`src/rtl/instr_fetch_unit.sv`:
```
// Instruction fetch unit: issues word addresses to a one-cycle-latency instruction
// memory and queues the returned words in a small prefetch FIFO for the consumer.
module instr_fetch_unit #(
    parameter int                WIDTH            = 32,
    parameter int                INSTRUCTIONWIDTH = 16,
    parameter int                DEPTH            = 4,
    parameter logic [WIDTH-1:0]  RESET_PC         = '0
) (
    input  logic                        clk,
    input  logic                        rst_n,
    output logic [WIDTH-1:0]            imem_addr,
    input  logic [INSTRUCTIONWIDTH-1:0] imem_rdata,
    input  logic                        redirect,
    input  logic [WIDTH-1:0]            redirect_pc,
    output logic                        instr_valid,
    input  logic                        instr_ready,
    output logic [INSTRUCTIONWIDTH-1:0] instr,
    output logic [WIDTH-1:0]            instr_pc
);

    localparam int PW = $clog2(DEPTH);
    localparam int CW = PW + 1;

    logic [WIDTH-1:0]            fetch_pc;
    logic [WIDTH-1:0]            issued_pc;
    logic                        inflight;
    logic [PW-1:0]               rd_ptr;
    logic [PW-1:0]               wr_ptr;
    logic [CW-1:0]               count;
    logic [CW-1:0]               count_next;
    logic [CW:0]                 credit;
    logic                        issue;
    logic                        push;
    logic                        pop;

    logic [INSTRUCTIONWIDTH-1:0] buf_instr [DEPTH];
    logic [WIDTH-1:0]            buf_pc    [DEPTH];

    // Handshake: an entry transfers at a rising edge where instr_valid=1 and
    // instr_ready=1; while instr_valid=1 and instr_ready=0 instr/instr_pc hold.
    // A redirect at the same edge overrides the transfer (nothing is consumed).

    // Inflight responses reserve a slot so the push one edge later always fits;
    // a pop at the issuing edge is deliberately not credited.
    assign credit    = (CW+1)'(count) + (CW+1)'(inflight);
    assign issue     = !redirect && (credit < (CW+1)'(DEPTH));
    assign push      = inflight && !redirect;
    assign pop       = instr_valid && instr_ready && !redirect;

    assign imem_addr   = fetch_pc;
    assign instr_valid = (count != '0);
    assign instr       = instr_valid ? buf_instr[rd_ptr] : '0;
    assign instr_pc    = instr_valid ? buf_pc[rd_ptr]    : '0;

    always_comb begin
        count_next = count;
        case ({push, pop})
            2'b10:   count_next = count + CW'(1);
            2'b01:   count_next = count - CW'(1);
            default: count_next = count;
        endcase
    end

    always_ff @(posedge clk or negedge rst_n) begin
        if (!rst_n) begin
            fetch_pc  <= RESET_PC;
            issued_pc <= '0;
            inflight  <= 1'b0;
            rd_ptr    <= '0;
            wr_ptr    <= '0;
            count     <= '0;
        end else if (redirect) begin
            fetch_pc  <= redirect_pc;
            inflight  <= 1'b0;
            rd_ptr    <= '0;
            wr_ptr    <= '0;
            count     <= '0;
        end else begin
            inflight <= issue;
            if (issue) begin
                fetch_pc  <= fetch_pc + WIDTH'(1);
                issued_pc <= fetch_pc;
            end
            if (push) wr_ptr <= wr_ptr + PW'(1);
            if (pop)  rd_ptr <= rd_ptr + PW'(1);
            count <= count_next;
        end
    end

    // Storage needs no reset: entries are only visible when count says so.
    always_ff @(posedge clk) begin
        if (push) begin
            buf_instr[wr_ptr] <= imem_rdata;
            buf_pc[wr_ptr]    <= issued_pc;
        end
    end

endmodule

```
`config.mk`:
```
export PLATFORM = sky130hd
export DESIGN_NAME = instr_fetch_unit
export DESIGN_NICKNAME = d
export VERILOG_FILES = /design/src/rtl/instr_fetch_unit.sv
export SDC_FILE = /design/constraint.sdc
export NUM_CORES = 1
export LEC_CHECK = 0
export CAP_MARGIN = 20
export CORE_MARGIN = 1
export CORE_UTILIZATION = 45
export DETAILED_ROUTE_END_ITERATION = 12
export DONT_BUFFER_PORTS = 1
export SYNTH_ARGS = -nofsm -noshare
export SYNTH_HDL_FRONTEND = slang
export SYNTH_SLANG_ARGS = --single-unit
```
`constraint.sdc`:
```
create_clock -name clk -period 2.4 [get_ports clk]
set_input_delay 0.48 -clock clk [delete_from_list [all_inputs] [get_ports clk]]
set_output_delay 0.48 -clock clk [all_outputs]
set_load 0.02 [all_outputs]
```
Word-level counts from Yosys, hierarchy flattened
Memory sizes are Yosys's and may differ from the RTL's.
Cells that the tools add are included.
{"block": "totals", "reg_bits": 72, "mem_bits_rw": 192, "input_bits": 52, "out_inout_bits": 81, "wordCells": 42, "n_memories": 2}
{"memory": "buf_pc", "words": 4, "width": 32, "read_ports": 1, "rd_clocked_by_memory_dff": 0, "write_ports": 1, "line_no": "37", "rtl": "logic [WIDTH-1:0] buf_pc [DEPTH];"}
{"memory": "buf_instr", "words": 4, "width": 16, "read_ports": 1, "rd_clocked_by_memory_dff": 0, "write_ports": 1, "line_no": "36", "rtl": "logic [INSTRUCTIONWIDTH-1:0] buf_instr [DEPTH];"}
{"block": "classes", "add_sub_neg": 6, "magnitude_cmp": 1, "eq_ne": 2, "n_mux": 13, "bitwise_logic": 1, "n_reduce_logical": 11}
{"operator": "$mux W32", "n": 3}
{"operator": "$add A32 B1 Y32 const B", "n": 1}
{"operator": "$mux W16", "n": 1}
{"operator": "$mux W2", "n": 4}
{"operator": "$pmux W3 S2", "n": 1}
{"operator": "$reduce_bool A2 Y1", "n": 3}
{"operator": "$reduce_bool A3 Y1", "n": 2}
{"operator": "$add A2 B1 Y2 const B", "n": 2}
{"operator": "$add A3 B1 Y4", "n": 1}
{"operator": "$logic_and A1 B1 Y1", "n": 4}
{"operator": "$lt A4 B3 Y1 const B", "n": 1}
{"operator": "$add A3 B1 Y3 const B", "n": 1}
{"operator": "$mux W1", "n": 3}
{"operator": "$mux W3", "n": 1}
{"operator": "$sub A3 B1 Y3 const B", "n": 1}
{"operator": "$eq A2 B1 Y1 const B", "n": 1}
{"operator": "$eq A2 B2 Y1 const B", "n": 1}
{"operator": "$reduce_and A2 Y1", "n": 1}
{"operator": "$logic_not A1 Y1", "n": 1}
{"operator": "$not A1 Y1", "n": 1}

Longest topological paths before layout
Gate-level depths: netlist of the first run.
{"block": "depth", "depth_word": 6, "depth_mapped": 9, "depth_no_buf": 8}

Least setup slack after synthesis of the first run
OpenSTA, ideal clock, no wires.
{"block": "synth_path", "path_type": "input to register", "startpoint": "input redirect", "endpoint": "memory buf_instr[0][0], enable pin", "setup_ps": 411, "t_arrival_ps": 2007, "required_time_ps": 1989, "setup_slack_ps": -18, "path_stages": 3, "n_path_buf": 1, "path_cell_list": "clkbuf_1 nor2b_1 and2_1"}
{"block": "synth_via", "elab_chain_cells": 4}
{"element": "from (decl)", "line_no": "13", "rtl": "input logic redirect,"}
{"element": "$logic_not A1 Y1", "line_no": "47", "rtl": "assign push = inflight && !redirect;"}
{"element": "$logic_and A1 B1 Y1", "line_no": "47"}
{"element": "$mux W1", "line_no": "92", "rtl": "if (push) begin"}
{"element": "$mux W1 (not written as such)", "line_no": "93", "rtl": "buf_instr[wr_ptr] <= imem_rdata;"}
{"element": "to (decl)", "line_no": "36"}
Every way passes these cells.

Worst setup path in the final report of the first run
{"block": "layout_path", "startpoint": "register rd_ptr[0]", "endpoint": "output instr_pc[1]"}
{"block": "layout_via", "elab_chain_cells": 2}
{"element": "from (decl)", "line_no": "27", "rtl": "logic [PW-1:0] rd_ptr;"}
{"element": "from (signal assigned)", "line_no": "85", "rtl": "if (pop) rd_ptr <= rd_ptr + PW'(1);"}
{"element": "$mem_v2 Z4 W32"}
{"element": "$mux W32", "line_no": "53", "rtl": "assign instr_pc = instr_valid ? buf_pc[rd_ptr] : '0;"}
{"element": "to (decl)", "line_no": "18", "rtl": "output logic [WIDTH-1:0] instr_pc"}
Every way passes these cells.

==> results.md, run 1 <==
* Initial standard-cell utilization of the core at 0.458
* Switching Fraction at 0.298
* Setup repair after global routing missed its margin: true
* Number of DRC violations after detailed-routing iteration 0 at 370
* Clock transition at path regs at 60 ps
* Via count of the routed design at 5623
* Number of clock sinks at 264
* Final antenna-violating net count at 0
* Xor/xnor cell area share of the yosys netlist at 0.0251
* Share of synthesized area spent on multiplexers at 0.139
* Net switching power of the design at 4.55 mW
* Adder and majority gate portion of the synthesized area at 0.00768
* Largest buffer count on any clock path at 3
* Cells on Worst Hold Path at 1
* Total congestion overflow after global routing at 0
* CTS Buf Count at 27
* Post-synthesis cell count at 632
* CTS tree: built
* Hold Crit Endpoint: count[2]
* Layout cells sized above 1 at 0.333
* X dimension of the die at 157 um
* Detailed Routing Iterations Pass 1 at 4
* Worst vdd ir at 0.505 mV
* Insertion delay of the later-clocked pin in the worst-skew pair at 530 ps
* WS Path Type: reg2out
* Result of the run: finished with violations
* Startpoint Class: flip-flop
* Share of the yosys chip area belonging to registers at 0.703
* Normalized max-slew margin at 0.585
* Fin nets at 734
* Count of buffers inserted at the top-level ports at 0
* Post-route cell area at 12700 sq um
* Count of different cell masters after synthesis at 44
* Compound-cell area share of the yosys netlist at 0.0202
* Detailed Route WL at 22.9 mm
* Violated checks: setup timing
* Part of the power in registers at 0.415
* DRC violations left at 0
* RePlAce Congestion at 0.758
* Count of synthesis-stage warnings from yosys at 0
* CP Data Required Time at 1920 ps
* Final max-slew violation count at 0
* Layout-stage area growth over the synthesis result at 17.8%
* Pint at 10.7 mW
* Synth Cell Area at 10800 sq um
* First-pass GRT wire length at 35.5 mm
* Synth Flop Type: sky130_fd_sc_hd__edfxtp_1
* Worst reg2reg setup slack at 80 ps
* Endpoints failing hold at 0
* Crit. End Element: primary output
* Post-detailed-route wirelength per cell at 22.6 um
* Worst Setup Slack post-DPL at 14.8 ps
* Post-Route Skew at 20.0 ps
* Number of antenna violations at the first check in global routing at 0
* Tightest Pin Transition at 618 ps
* Setup violation total in the final timing report at 48
* Leakage power of the design at 4.47 nW
* Yosys top cell area share at 0.536
* Count of cells along the worst register-to-register path at 8
* Worst min path class: in2reg
* Largest fanout of any net on the critical path at 12
* Post-synthesis area per instance at 17.0 sq um
* Dominant combinational cell family by area after synthesis: multiplexers
* Achievable Freq at 402 MHz
* Number of rows in the core area at 56
* Antenna diode count at 0
* Number of global-route vias before repair at 5899
* Clock root cell: sky130_fd_sc_hd__clkbuf_16
* Library cell with the largest summed area after synthesis: sky130_fd_sc_hd__edfxtp_1
* Power per unit of standard cell area at 1200 nW/um^2
* Final worst-path setup slack at -86.3 ps
* FF+latch count, synth at 264
* Post-detailed-route via-to-cell ratio at 5.54
* Floorplan die area at 24500 sq um
* Hold path startpoint: redirect
* Arrival @ worst endpoint at 2010 ps
* Final clock period utilization by the worst path at 1.04
* Number of max-cap violations at 0
* Fraction of registers with async set or reset after synthesis at 0.273
* Syn Nets at 690
* Vert. Die Dim at 157 um
* Clock power share at 0.290
* Pin count of the biggest net entering global routing at 73
* Post-synth EDFFs at 192
* Post-synthesis share of cell area spent on and, or, nand and nor gates at 0.0903
* I/O pin total at 133
* H-tree depth reported by CTS at 1
* Global-route usage over all layers at 0.195
* Start of the worst register-to-register path: count[2]
* Post-layout minimum cycle time at 2490 ps
* Core footprint at 23500 sq um
* FF-to-FF End: count[2]
* Post-detailed-placement cell area at 11400 sq um
* Part of the power in combinational logic at 0.295
* Main area contributors after synthesis: sky130_fd_sc_hd__edfxtp_1, sky130_fd_sc_hd__dfrtp_1, sky130_fd_sc_hd__mux4_2
* HPWL after detailed placement at 14.2 mm
[per-stage QoR]
| stage | utilization | TNS, ps | power, mW | hold slack, ps | std cells |
|---|---|---|---|---|---|
| final | 0.540 | -2780 | 15.3 | 33.9 | 1015 |
| after global routing | 0.540 | -5570 | 16.0 | 7.30 | 1015 |
| after CTS | 0.538 | -4800 | 15.3 | 2.37 | 1014 |
| after detailed placement | 0.484 | 0 | 10.1 | 187 | 956 |
| after global placement | 0.484 | 0 | 10.0 | 187 | 956 |
| after floorplan | - | 0 | 9.09 | 184 | 632 |
[layout make-up]
class | instances | area [sq um]
Inverter | 5 | 18.8
Tap cell | 319 | 399
Multi-Input combinational cell | 332 | 3180
Sequential cell | 264 | 7570
Timing Repair Buffer | 46 | 552
Clock inverter | 11 | 181
Fill cell | 1865 | 10800
Clock buffer | 38 | 768
[critical path, cell delays in order (launching register included)]
cell	delay [ps]
sky130_fd_sc_hd__dfrtp_4	450
sky130_fd_sc_hd__buf_12	140
sky130_fd_sc_hd__buf_16	160
sky130_fd_sc_hd__mux4_2	530
sky130_fd_sc_hd__and2_4	200
[synth_stat cells (all sizes together), types with 4 or more instances]
cell type and count:
nand3 17, or3 5, o21ai 28, edfxtp 192
nand4 14, and2 55, a31oi 5, clkbuf 16
and4 4, mux4 48, buf 15, and3 6
nand2 42, ha 5, nor3 6, mux2 33
nor2 14, inv 4, dfrtp 72, xnor2 8
mux2i 4, xor2 22
[worst max path at each step]
stage | startpoint | endpoint | slack, ps | cells after the start
CTS | rd_ptr[0] | instr_pc[26] | -130 | 4
detailed placement | count[2] | count[2] | 10 | 8
global placement | count[1] | count[2] | 190 | 8
finish | rd_ptr[0] | instr_pc[1] | -90 | 4
global route | rd_ptr[0] | instr_pc[30] | -150 | 4
floorplan | count[1] | count[2] | 150 | 9
[flip-flops by register name (all words and copies together) (netlist names)]
register,flops
buf_pc,128
wr_ptr,2
rd_ptr,2
inflight,1
count,3
buf_instr,64
issued_pc,32
imem_addr,32
[placed cells by master (no fill, tap or decap), types with 5 or more instances in the layout]
cell type	n
sky130_fd_sc_hd__edfxtp_1	192
sky130_fd_sc_hd__dfrtp_1	69
sky130_fd_sc_hd__mux4_2	48
sky130_fd_sc_hd__and2_4	47
sky130_fd_sc_hd__nand2_1	41
sky130_fd_sc_hd__mux2_2	33
sky130_fd_sc_hd__buf_4	31
sky130_fd_sc_hd__clkbuf_16	28
sky130_fd_sc_hd__o21ai_1	22
sky130_fd_sc_hd__xor2_1	21
sky130_fd_sc_hd__nand3_1	16
sky130_fd_sc_hd__nor2_1	13
sky130_fd_sc_hd__nand4_1	11
sky130_fd_sc_hd__xnor2_1	8
sky130_fd_sc_hd__clkbuf_1	7
sky130_fd_sc_hd__buf_16	7
sky130_fd_sc_hd__nor3_1	6
sky130_fd_sc_hd__and3_1	6
sky130_fd_sc_hd__o21ai_0	6
sky130_fd_sc_hd__ha_1	5
sky130_fd_sc_hd__bufinv_16	5
[routing by layer]
layer	part of all wire	vias to the layer above	track usage	wire length, um
met3	0.068	23	0.0485	1550
met4	0.016	0	0.0462	356
li1	-	2501	-	-
met5	0	-	0	0
met2	0.51	161	0.327	11600
met1	0.41	2938	0.256	9430
[cell families after synthesis]
kind of cell | after synthesis
compound gates | 38
mux | 85
xor+xnor | 30
simple gates | 173
flops | 264
buf+inv | 36
fa+ha+maj | 6
[power by group through the flow]
stage | registers (mW) | clock network, mW | logic (mW)
after CTS | 6.33 | 4.51 | 4.49
final | 6.33 | 4.42 | 4.51
after floorplan | 6.32 | 0 | 2.77
after detailed placement | 6.42 | 0 | 3.71
after global routing | 6.43 | 4.70 | 4.84
after global placement | 6.35 | 0 | 3.66
[what timing repair did]
action | CTS | global route
cloned | 3 | 0
setup endpoints to repair | 48 | 49
setup buffers | 3 | 1
gates resized for setup | 92 | 21
hold endpoints to repair | 75 | 0
hold buffers | 3 | 0
pin swaps | 0 | 1
Power figures use the tool's default switching activity.
==> run 2, diff against run 1 <==
--- a/config.mk
+++ b/config.mk
@@ -10,6 +10,7 @@
 export CORE_UTILIZATION = 45
 export DETAILED_ROUTE_END_ITERATION = 12
 export DONT_BUFFER_PORTS = 1
+export SLEW_MARGIN = 40
 export SYNTH_ARGS = -nofsm -noshare
 export SYNTH_HDL_FRONTEND = slang
 export SYNTH_SLANG_ARGS = --single-unit
==> constraint.sdc (replaced) <==
create_clock -name clk -period 2.04 [get_ports clk]
set_input_delay 0.408 -clock clk [delete_from_list [all_inputs] [get_ports clk]]
set_output_delay 0.408 -clock clk [all_outputs]
set_load 0.02 [all_outputs]
==> run 2 against run 1 <==
- the run still ends with setup timing left
- flip-flop and latch count did not move
- wire length rose by 2.4%
- global-route usage rose by 0.39 points
- critical endpoint unchanged
- non-clock buffer count rose by 41
- combinational power rose by 18%
- clock power rose by 13%
==> results.md, run 2 (synthesis results as in run 1) <==
* WS Path Type: reg2out
* Cells on Worst Hold Path at 2
* Clock root cell: sky130_fd_sc_hd__clkbuf_16
* FF-to-FF End: count[2]
* Final antenna-violating net count at 0
* Switching Fraction at 0.303
* Number of cells in the finished layout apart from fillers at 1057
* Post-detailed-placement cell area at 11600 sq um
* First-pass GRT wire length at 36.2 mm
* Max incr delay on CP at 540 ps
* X dimension of the die at 157 um
* Power per unit of standard cell area at 1360 nW/um^2
* Sequence of cells on the critical path: buf_12, mux4_2, and2_1
* Commonest non-fill, non-tap cell in the layout: sky130_fd_sc_hd__edfxtp_1
* Count of buffers inserted at the top-level ports at 0
* Net switching power of the design at 5.37 mW
* Detailed Route WL at 23.5 mm
* Vert. Die Dim at 157 um
* Post-layout minimum cycle time at 2440 ps
* Layout cells sized above 1 at 0.305
* Crit. End Element: primary output
* Normalized max-slew margin at 0.651
* Arrival @ worst endpoint at 2030 ps
* Largest buffer count on any clock path at 3
* HPWL after detailed placement at 14.1 mm
* Worst reg2reg setup slack at -20 ps
* Start of the worst register-to-register path: count[2]
* Buffers and inverters on the worst path at 1
* Layout-stage area growth over the synthesis result at 21.2%
* Achievable Freq at 410 MHz
* CTS Buf Count at 27
* Setup repair after global routing missed its margin: true
* Number of clock sinks at 264
* Number of global-route vias before repair at 6087
* Global-route usage over all layers at 0.199
* Number of max-cap violations at 0
* Floorplan die area at 24500 sq um
* Count of placed standard cells including taps at 974
* Insertion delay of the later-clocked pin in the worst-skew pair at 530 ps
* Post-Route Skew at 7.83 ps
* Hold path startpoint: redirect_pc[1]
* Startpoint Class: flip-flop
* Number of rows in the core area at 56
* H-tree depth reported by CTS at 1
* CTS tree: built
* Total congestion overflow after global routing at 0
* Detailed Routing Iterations Pass 1 at 4
* Clock transition at path regs at 60 ps
* Part of the power in combinational logic at 0.302
* Total power of the final layout at 17.7 mW
* Largest register by flop count: buf_pc
* Post-route cell area at 13000 sq um
* Number of DRC violations after detailed-routing iteration 0 at 328
* Endpoints failing hold at 0
* Number of antenna violations at the first check in global routing at 1
* Initial standard-cell utilization of the core at 0.458
* Tightest Pin Transition at 520 ps
* Final clock period utilization by the worst path at 1.19
* Final max-slew violation count at 0
* RePlAce Congestion at 0.794
* Pin count of the biggest net entering global routing at 73
* I/O pin total at 133
* Largest fanout of any net on the critical path at 20
* Result of the run: finished with violations
* Highest-delay cell along the critical path: sky130_fd_sc_hd__mux4_2
* Hold Crit Endpoint: imem_addr[1]
* Number of flip-flops under the largest register name at 128
* Utilization after layout at 0.555
* Violated checks: setup timing
* Largest registers ranked by flip-flop count: buf_pc (128), buf_instr (64)
* Fin nets at 775
* Final worst-path setup slack at -398 ps
* Count of cells along the worst register-to-register path at 8
* Post-detailed-route via-to-cell ratio at 5.50
* Post-detailed-route wirelength per cell at 22.2 um
* Part of the power in registers at 0.417
* Top library cells by usage in the layout, fill and taps aside: sky130_fd_sc_hd__edfxtp_1, sky130_fd_sc_hd__dfrtp_1, sky130_fd_sc_hd__mux4_2, sky130_fd_sc_hd__buf_4, sky130_fd_sc_hd__nand2_1
* Setup violation total in the final timing report at 49
* Via count of the routed design at 5816
* Kind of cell with the highest combined delay on the critical path: multiplexers
* Core footprint at 23500 sq um
* DRC violations left at 0
* Worst min path class: in2reg
* Clock power share at 0.282
* Pint at 12.3 mW
* Worst vdd ir at 0.755 mV
* Leakage power of the design at 4.61 nW
* CP Data Required Time at 1630 ps
## run 2: changes by cell type in the layout (fill, tap and decap cells not counted), moves of 2 or more
cell,delta
sky130_fd_sc_hd__and2_1,+29
sky130_fd_sc_hd__and2_4,-29
sky130_fd_sc_hd__buf_12,+13
sky130_fd_sc_hd__buf_16,-5
sky130_fd_sc_hd__buf_4,+11
sky130_fd_sc_hd__clkinv_1,-2
sky130_fd_sc_hd__clkinv_2,+3
sky130_fd_sc_hd__dlygate4sd3_1,+22
## run 2: how the worst max path moves through the flow
stage / start / endpoint / slack (ps) / depth (start not counted)
after CTS: rd_ptr[0] / instr_pc[30] / -440 / 3
after floorplan: count[0] / count[2] / -70 / 9
after global routing: rd_ptr[0] / instr_pc[1] / -490 / 3
after global placement: count[2] / count[2] / -50 / 8
final: rd_ptr[0] / instr_pc[1] / -400 / 3
after detailed placement: count[2] / count[2] / -130 / 8
## run 2: timing repair
item | in CTS | in global routing
cloned | 2 | 1
hold buffers | 26 | 0
hold endpoints to repair | 166 | 0
resized for setup | 22 | 23
pin swaps | 1 | 0
setup endpoints to repair | 50 | 49
buffers inserted | 1 | 3
## run 2: power by group through the flow
| stage | combinational [mW] | clock, mW | sequential (mW) |
|---|---|---|---|
| floorplan | 3.33 | 0 | 7.44 |
| global placement | 4.53 | 0 | 7.41 |
| CTS | 5.23 | 5.10 | 7.39 |
| global route | 5.72 | 5.33 | 7.50 |
| detailed placement | 4.62 | 0 | 7.50 |
| finish | 5.34 | 4.99 | 7.38 |
## run 2: final cells by class
class / instances / area, sq um
Fill cell: 1860 / 10400
Sequential cell: 264 / 7570
Multi-Input combinational cell: 332 / 3130
Timing Repair Buffer: 87 / 1010
Clock buffer: 38 / 747
Tap cell: 319 / 399
Clock inverter: 11 / 159
Inverter: 5 / 18.8
Antenna cell: 1 / 2.50
## run 2: layer usage
metal / global-route usage / part of all wire / vias up
met5: 0 / 0 / -
met2: 0.331 / 0.50 / 169
met4: 0.0616 / 0.021 / 0
li1: - / - / 2583
met1: 0.264 / 0.43 / 3028
met3: 0.0407 / 0.051 / 36
## run 2: stage by stage
stage          TNS, ps  setup WS, ps  hold slack (ps)
6_report        -16900          -398             21.3
5_1_grt         -20450          -486             6.18
4_1_cts         -19010          -440            0.233
3_5_place_dp      -126          -126              115
3_3_place_gp     -52.3         -52.3              115
2_1_floorplan    -65.6         -65.6              112
